--- src/rtl/uart_pkg.sv ---
// Shared types and constants for the UART receive/transmit blocks.
package uart_pkg;

    typedef enum logic [2:0] {
        IDLE   = 3'd0,
        START  = 3'd1,
        DATA   = 3'd2,
        PARITY = 3'd3,
        STOP   = 3'd4
    } uart_rx_state_t;

    localparam int OVERSAMPLE = 16;
    localparam int MID_TICK   = 7;

    // XOR reduction; zero-extension of narrower words does not change the result.
    function automatic logic xor_reduce(input logic [31:0] v);
        return ^v;
    endfunction

endpackage

--- src/rtl/uart_baud_gen.sv ---
// Free-running 16x oversample tick generator; one-clk tick every DVSR clocks.
module uart_baud_gen #(
    parameter int DVSR = 54
) (
    input  logic clk,
    input  logic rst_i,
    output logic tick_o
);

    localparam int CW = (DVSR > 1) ? $clog2(DVSR) : 1;
    localparam logic [CW-1:0] CNT_LAST = CW'(DVSR - 1);
    localparam logic [CW-1:0] CNT_PRE  = CW'(DVSR - 2);

    logic [CW-1:0] cnt_r;

    // Counter wraps at DVSR-1; tick is registered so it is high exactly while cnt_r == DVSR-1.
    always_ff @(posedge clk) begin
        if (rst_i) begin
            cnt_r  <= {CW{1'b0}};
            tick_o <= 1'b0;
        end else begin
            cnt_r  <= (cnt_r == CNT_LAST) ? {CW{1'b0}} : cnt_r + CW'(1);
            tick_o <= (cnt_r == CNT_PRE);
        end
    end

endmodule

--- src/rtl/uart_rx.sv ---
// 16x oversampling UART receiver, 8N1 by default; define UART_RX_PARITY_EN for 8E1
// with a live parity_err_o strobe.
module uart_rx
    import uart_pkg::*;
#(
    parameter int B        = 8,
    parameter int CLK_FREQ = 100_000_000,
    parameter int BAUD     = 115200,
    parameter int SB_TICK  = 16
) (
    input  logic         clk,
    input  logic         rst_i,
    input  logic         rx_i,
    output logic [B-1:0] dout_o,
    output logic         rx_done_tick_o,
    output logic         frame_err_o,
    output logic         parity_err_o
);

    localparam int DVSR = CLK_FREQ / (OVERSAMPLE * BAUD);
    localparam int NW   = (B > 1) ? $clog2(B) : 1;

    localparam logic [3:0]    S_MID  = 4'(MID_TICK);
    localparam logic [3:0]    S_LAST = 4'(OVERSAMPLE - 1);
    localparam logic [3:0]    S_STOP = 4'(SB_TICK - 1);
    localparam logic [NW-1:0] N_LAST = NW'(B - 1);

`ifdef UART_RX_PARITY_EN
    localparam uart_rx_state_t AFTER_DATA = PARITY;
`else
    localparam uart_rx_state_t AFTER_DATA = STOP;
`endif

    generate
        if (DVSR < 2) begin : g_dvsr_check
            $error("uart_rx: CLK_FREQ/(16*BAUD) must be at least 2");
        end
    endgenerate

    logic [1:0]     sync_r;
    logic           rx_s;
    logic           tick;
    uart_rx_state_t state_r;
    logic [3:0]     s_r;
    logic [NW-1:0]  n_r;
    logic [B-1:0]   b_r;
`ifdef UART_RX_PARITY_EN
    logic           par_bad_r;
`else
    assign parity_err_o = 1'b0;
`endif

    assign rx_s = sync_r[1];

    uart_baud_gen #(.DVSR(DVSR)) u_baud_gen (
        .clk    (clk),
        .rst_i  (rst_i),
        .tick_o (tick)
    );

    // Two-flop synchronizer for the asynchronous line; resets to the idle (high) level.
    always_ff @(posedge clk) begin
        if (rst_i) begin
            sync_r <= 2'b11;
        end else begin
            sync_r <= {sync_r[0], rx_i};
        end
    end

    // Receive FSM: start detect, mid-bit sampling, stop/parity check and registered strobes.
    always_ff @(posedge clk) begin
        if (rst_i) begin
            state_r        <= IDLE;
            s_r            <= 4'd0;
            n_r            <= {NW{1'b0}};
            b_r            <= {B{1'b0}};
            dout_o         <= {B{1'b0}};
            rx_done_tick_o <= 1'b0;
            frame_err_o    <= 1'b0;
`ifdef UART_RX_PARITY_EN
            par_bad_r      <= 1'b0;
            parity_err_o   <= 1'b0;
`endif
        end else begin
            rx_done_tick_o <= 1'b0;
            frame_err_o    <= 1'b0;
`ifdef UART_RX_PARITY_EN
            parity_err_o   <= 1'b0;
`endif
            case (state_r)
                IDLE: begin
                    // Checked every clock so a start bit right after a stop bit is not missed.
                    if (!rx_s) begin
                        state_r <= START;
                        s_r     <= 4'd0;
                    end
                end
                START: begin
                    if (tick) begin
                        if (s_r == S_MID) begin
                            if (!rx_s) begin
                                state_r <= DATA;
                                s_r     <= 4'd0;
                                n_r     <= {NW{1'b0}};
                            end else begin
                                state_r <= IDLE;
                            end
                        end else begin
                            s_r <= s_r + 4'd1;
                        end
                    end
                end
                DATA: begin
                    if (tick) begin
                        if (s_r == S_LAST) begin
                            b_r <= {rx_s, b_r[B-1:1]};
                            s_r <= 4'd0;
                            if (n_r == N_LAST) begin
                                state_r <= AFTER_DATA;
                            end else begin
                                n_r <= n_r + 1'b1;
                            end
                        end else begin
                            s_r <= s_r + 4'd1;
                        end
                    end
                end
`ifdef UART_RX_PARITY_EN
                PARITY: begin
                    if (tick) begin
                        if (s_r == S_LAST) begin
                            par_bad_r <= rx_s ^ xor_reduce(32'(b_r));
                            s_r       <= 4'd0;
                            state_r   <= STOP;
                        end else begin
                            s_r <= s_r + 4'd1;
                        end
                    end
                end
`endif
                STOP: begin
                    if (tick) begin
                        if (s_r == S_STOP) begin
                            state_r <= IDLE;
                            if (!rx_s) begin
                                frame_err_o <= 1'b1;
`ifdef UART_RX_PARITY_EN
                            end else if (par_bad_r) begin
                                parity_err_o <= 1'b1;
`endif
                            end else begin
                                rx_done_tick_o <= 1'b1;
                                dout_o         <= b_r;
                            end
                        end else begin
                            s_r <= s_r + 4'd1;
                        end
                    end
                end
                default: begin
                    state_r <= IDLE;
                end
            endcase
        end
    end

endmodule

--- config.mk ---
export PLATFORM = sky130hd
export DESIGN_NAME = uart_rx
export DESIGN_NICKNAME = d
export VERILOG_FILES = /design/src/rtl/uart_pkg.sv /design/src/rtl/uart_baud_gen.sv /design/src/rtl/uart_rx.sv
export SDC_FILE = /design/constraint.sdc
export NUM_CORES = 1
export LEC_CHECK = 0
export ABC_AREA = 1
export CAP_MARGIN = 40
export CORE_MARGIN = 3
export CORE_UTILIZATION = 45
export CTS_CLUSTER_DIAMETER = 150
export CTS_CLUSTER_SIZE = 24
export DETAILED_ROUTE_END_ITERATION = 7
export PLACE_DENSITY = 0.62
export SETUP_SLACK_MARGIN = 0.02
export SLEW_MARGIN = 5
export SYNTH_ARGS = -nofsm -noshare
export SYNTH_HDL_FRONTEND = slang
export SYNTH_HIERARCHICAL = 1
export SYNTH_SLANG_ARGS = --single-unit
--- constraint.sdc ---
create_clock -name clk -period 1.9 [get_ports clk]
set_clock_uncertainty 0.1 [all_clocks]
set_input_delay 0.38 -clock clk [delete_from_list [all_inputs] [get_ports clk]]
set_output_delay 0.38 -clock clk [all_outputs]
set_load 0.005 [all_outputs]
After elaboration in Yosys (flattened, before gate mapping)
Index checks and enable logic that the tools add are counted.
{"block": "classes", "addsub": 3, "eq_ne": 19, "mux": 27, "bitwise": 3, "reduce_logical": 10}
{"op": "3-bit 2-to-1 mux", "n": 14}
{"op": "4-bit 2-to-1 mux", "n": 7}
{"op": "2-bit != test, second input constant", "n": 8}
{"op": "4-bit one-hot mux with 4 select lines", "n": 1}
{"op": "6-bit == test, second input constant", "n": 2}
{"op": "3-bit one-hot mux with 4 select lines", "n": 1}
{"op": "8-bit AND reduction", "n": 1}
{"op": "7-bit AND reduction", "n": 1}
{"op": "6-bit by 1-bit adder with 6-bit output, second input constant", "n": 1}
{"op": "3-bit == test, second input constant", "n": 2}
{"op": "2-bit by 1-bit != test with 1-bit output, second input constant", "n": 3}
{"op": "3-bit one-hot mux with 2 select lines", "n": 1}
{"op": "5-bit AND reduction", "n": 1}
{"op": "4-bit by 1-bit adder with 4-bit output, second input constant", "n": 1}
{"op": "4-bit by 3-bit == test with 1-bit output, second input constant", "n": 1}
{"op": "4-bit == test, second input constant", "n": 1}
{"op": "4-bit AND reduction", "n": 1}
{"op": "4-bit nonzero test", "n": 1}
{"op": "4-bit OR reduction", "n": 1}
{"op": "3-bit by 1-bit adder with 3-bit output, second input constant", "n": 1}
{"op": "3-bit by 1-bit == test with 1-bit output, second input constant", "n": 1}
{"op": "3-bit by 2-bit == test with 1-bit output, second input constant", "n": 1}
{"op": "3-bit zero test", "n": 1}
{"op": "1-bit inverter", "n": 3}
{"op": "other kinds (5)", "n": 6}
{"block": "word_totals", "reg_bits": 37, "in_bits": 3, "elab_cells": 72}

Logic depth before layout (Yosys ltp)
{"block": "logic_depth", "ltp_word": 5, "mapped_depth": 10, "mapped_depth_nobuf": 10}

Cells and area by module
The synthesis kept the hierarchy.
{"module": "uart_rx", "instances": 1, "cells_each": 228, "area_per_inst_um2": 1615.3}
{"module": "uart_baud_gen", "instances": 1, "cells_each": 40, "area_per_inst_um2": 334.1}

Worst setup path before layout
OpenSTA, ideal clock, no wires.
{"block": "synth_path", "path_kind": "register -> register", "startpoint": "reg s_r[0]", "endpoint": "reg dout_o[0]", "setup_time_ps": 127, "arrival_ps": 1349, "required_ps": 1673, "path_slack_ps": 324, "path_stages_with_launch": 7, "path_buffers": 0, "period_less_slack_ps": 1576, "cell_sequence": "dfxtp_1 > ha_1 > nand3_2 > nor2_1 > nand3_1 > o21ai_0 > a21oi_1"}
{"block": "synth_between", "elab_chain_cells": 2}
{"item": "from (decl)", "line": "uart_rx.sv:44", "text": "logic [3:0] s_r;"}
{"item": "from (signal assigned)", "line": "uart_rx.sv:109", "text": "s_r <= s_r + 4'd1;"}
{"item": "from (signal assigned)", "line": "uart_rx.sv:124", "text": "s_r <= s_r + 4'd1;"}
{"item": "from (signal assigned)", "line": "uart_rx.sv:156", "text": "s_r <= s_r + 4'd1;"}
{"item": "4-bit == test", "line": "uart_rx.sv:143", "text": "if (s_r == S_STOP) begin"}
{"item": "4-bit AND reduction (no source line)"}
{"item": "to (signal assigned)", "line": "uart_rx.sv:77", "text": "dout_o <= {B{1'b0}};"}
{"item": "to (signal assigned)", "line": "uart_rx.sv:153", "text": "dout_o <= b_r;"}
{"item": "to (decl)", "line": "uart_rx.sv:14", "text": "output logic [B-1:0] dout_o,"}
Every way passes these cells.
A chain may end at the register's enable or synchronous reset.

Worst setup path after layout
{"block": "layout_path", "startpoint": "reg s_r[1]", "endpoint": "reg dout_o[1]"}
Same word-level chain as after synthesis.

==> flow_results.org <==
** Timing
- Setup Total Neg Slack :: 0 ns
- Based on the critical path, the design can be clocked at up to 581 MHz.
- The final-report max-slew violation count was 0.
- Share of the cycle needed by the critical path after routing :: about nine tenths
- Shortest period the worst path allows :: 1.72 ns
- Final-layout worst hold slack :: 0.319 ns
- Setup slack on the critical path of the routed design comes to between 0.15 and 0.2 ns.
- Setup repair after global routing left no endpoint under its margin.
- Setup violations, final :: 0
- The number of endpoints with negative hold slack in the final report is 0.

** Floorplanning
- Die Footprint :: 0.00516 mm2
- The region available for standard cell placement spans 0.00409 mm2.
- Floorplan row count :: 23
- Initial Utilization :: ~48%
- Top-level port count :: 14
- The die is approximately 72 um wide.
- The die is around 72 um tall.

** Placement
- Once placement completed, the tool counted placed cells totaling 330.
- GPL Wtd Cong :: approximately 0.8
- Input/output buffers :: 12
- Before CTS, the worst setup slack after placement is 0.108 ns.
- The HPWL after detailed placement is between 2 and 3 mm.
- Cell area after placement :: 0.00213 mm2

** Global route
- Largest net degree at the start of global routing :: 14
- The number of global-route vias before repair is 1,540.
- In the global route stage, overall resource usage came out at 16.5%.
- The first global-routing pass estimated about 6.8 mm of wire.
- The number of antenna violations at the first check in global routing is 0.
- Overall overflow remaining after global route :: 0

** Clock tree
- Buffers inserted to repair hold after CTS numbered 0.
- Clock tree from TritonCTS :: yes
- Post-CTS Repair Setup Buffers :: 0
- The clock net in this run drives a total of 37 sinks.
- The cell sitting at the root of the clock tree is a sky130_fd_sc_hd__clkbuf_8.
- After clock tree synthesis, the clock-pin slew on the worst setup and hold paths is 0.08 ns.
- Clock latency at the later pin of the worst-skew pair :: 0.29 ns
- Counting along the longest clock path gives a buffer depth of 2.
- TritonCTS created 5 clock buffers.
- H-tree Lvls :: 2
- Post-cts gate resize count :: 0

** Yosys
- The mapped netlist covers roughly 0.0019 mm2.
- Counting flops and latches in the post-synthesis netlist gives 37.
- Synthesized netlist cell count :: between 200 and 300
- The number of nets in the synthesized netlist is 277.
- For this run, the number of Yosys warnings is 6.
- Part of the Yosys area used for sequential elements :: between 30% and 40%
- Avg Inst Size Synth :: between 7 and 8 um2
- Number of distinct library cells after synthesis :: 31

** Layout
- Leaving out fill and tap cells, the most frequent cell in the layout is sky130_fd_sc_hd__nand2_1.
- Number of diodes added for antenna fixing :: 0
- Final instance count without filler cells :: 338
- The top cell types in the final layout, fill and taps aside, are sky130_fd_sc_hd__nand2_1 (46), sky130_fd_sc_hd__nor2_1 (38), sky130_fd_sc_hd__dfxtp_1 (37).
- Utilization after layout :: 55.2%
- Of the cells placed in the final design, the portion with a size suffix greater than 1 is 19.4%.
- Growth of design area from synthesis to finish :: 15.7%
- Total Nets Final :: 296
- Post-route cell area :: about 0.0023 mm2

** Routing
- For this block, the routed nets add up to 3.77 mm of wire.
- Iteration count of the initial detailed-routing pass :: 4
- In this run the remaining antenna-violating nets after routing total 0.
- Total DRC errors in the routed layout :: 0
- Detail-routed net length per standard cell :: around 11 um
- The routed layout has 1,630 vias.
- Post-DR vias/cell :: 4.82
- The detailed router finished its first iteration with 75 violations.

** Job
- Count of maximum capacitance violations :: 0

** Status
- Run status :: finished, final reports clean

** Worst setup path
- STA classifies the critical path endpoint as a flop.
- The number of cells on the worst reg-to-reg path is 5.
- The critical path in this run is classified as flop to flop.
- Critical Path Start Type :: flop
- Crit path max fanout :: 9
- Data required time of the worst path :: a little over 2 ns
- Signal arrival time at the worst endpoint :: 1.84 ns

** Worst hold path
- The min-delay analysis places its worst path in the category flop to flop.
- Worst hold stages :: 1

** Pwr
- Across the VDD grid, the largest voltage drop is 0.651 mV.
- For this design the static power due to leakage is 0.959 nW.
- Total chip power :: about 2.3 mW
- Power spread over the standard cell area amounts to 1010 mW/mm2.
==> critical path, cell delays in order (launching register included) <==
cell and delay, ns:
sky130_fd_sc_hd__dfxtp_1 0.40, sky130_fd_sc_hd__ha_1 0.25, sky130_fd_sc_hd__nand3_2 0.20, sky130_fd_sc_hd__inv_2 0.15, sky130_fd_sc_hd__nand4_1 0.31, sky130_fd_sc_hd__a21oi_1 0.24
==> where the power goes <==
part | internal [mW] | total [mW] | switching, mW | leakage, nW
clock | 0.393 | 0.682 | 0.289 | 0.0543
combinational | 0.262 | 0.699 | 0.437 | 0.605
sequential | 0.831 | 0.888 | 0.0563 | 0.300
total | 1.49 | 2.27 | 0.782 | 0.959
==> synthesized netlist by cell type (all sizes together) <==
| cell | n | area [um2] |
|---|---|---|
| buf | 3 | 30.0 |
| dfxtp | 37 | 741 |
| nand2 | 59 | 264 |
| ha | 6 | 75.1 |
| nand4 | 6 | 37.5 |
| nand3 | 24 | 153 |
| xor2 | 2 | 17.5 |
| or2 | 4 | 25.0 |
| conb | 1 | 3.75 |
| nor3 | 1 | 5.00 |
| clkbuf | 3 | 12.5 |
| o21ai | 19 | 95.1 |
| a21oi | 19 | 114 |
| inv | 34 | 130 |
| nor2 | 48 | 230 |
| o21bai | 1 | 7.51 |
| xnor2 | 1 | 8.76 |
==> flip-flops by register name, summed over array words and instances, names as in the netlist, 2 cells and up <==
register and flops:
dout_o 8, sync_r 2, s_r 4, n_r 3, b_r 8, u_baud_gen/cnt_r 6, state_r 3
==> layer usage <==
layer	vias up	share of wire [%]	track usage, %
li1	893	-	-
met1	717	51	21.1
met2	15	45	26.5
met3	5	2.9	4.21
met4	0	1.1	6.26
met5	-	0	0
==> kinds of logic (layout without fill, tap and decap cells) <==
family                   after synthesis  after routing  synth area share [%]
flip-flops                            37             37                  38.0
AND/OR/NAND/NOR                      142            142                  36.7
AO/OA/AOI/OAI                         39             39                  11.1
adder cells (fa/ha/maj)                6              6                  3.85
buffers and inverters                 40             60                  8.86
XOR/XNOR                               3              3                  1.35
other                                  1              1                 0.192
==> area by class of cell <==
cell class	instances	area (um2)
clock buffers	5	68.8
clock inverters	3	46.3
repair buffers	18	165
fillers	393	1830
inverters	34	130
multi-input cells	191	1040
flip-flops and latches	37	741
well taps	50	62.6
==> worst paths after layout <==
check                                from        end  slack (ns)
worst max register to register     s_r[1]  dout_o[1]        0.18
worst min register to register  sync_r[0]  sync_r[1]        0.32
worst min-delay path            sync_r[0]  sync_r[1]        0.32
worst max-delay path               s_r[1]  dout_o[1]        0.18
Power figures use the tool's default switching activity.
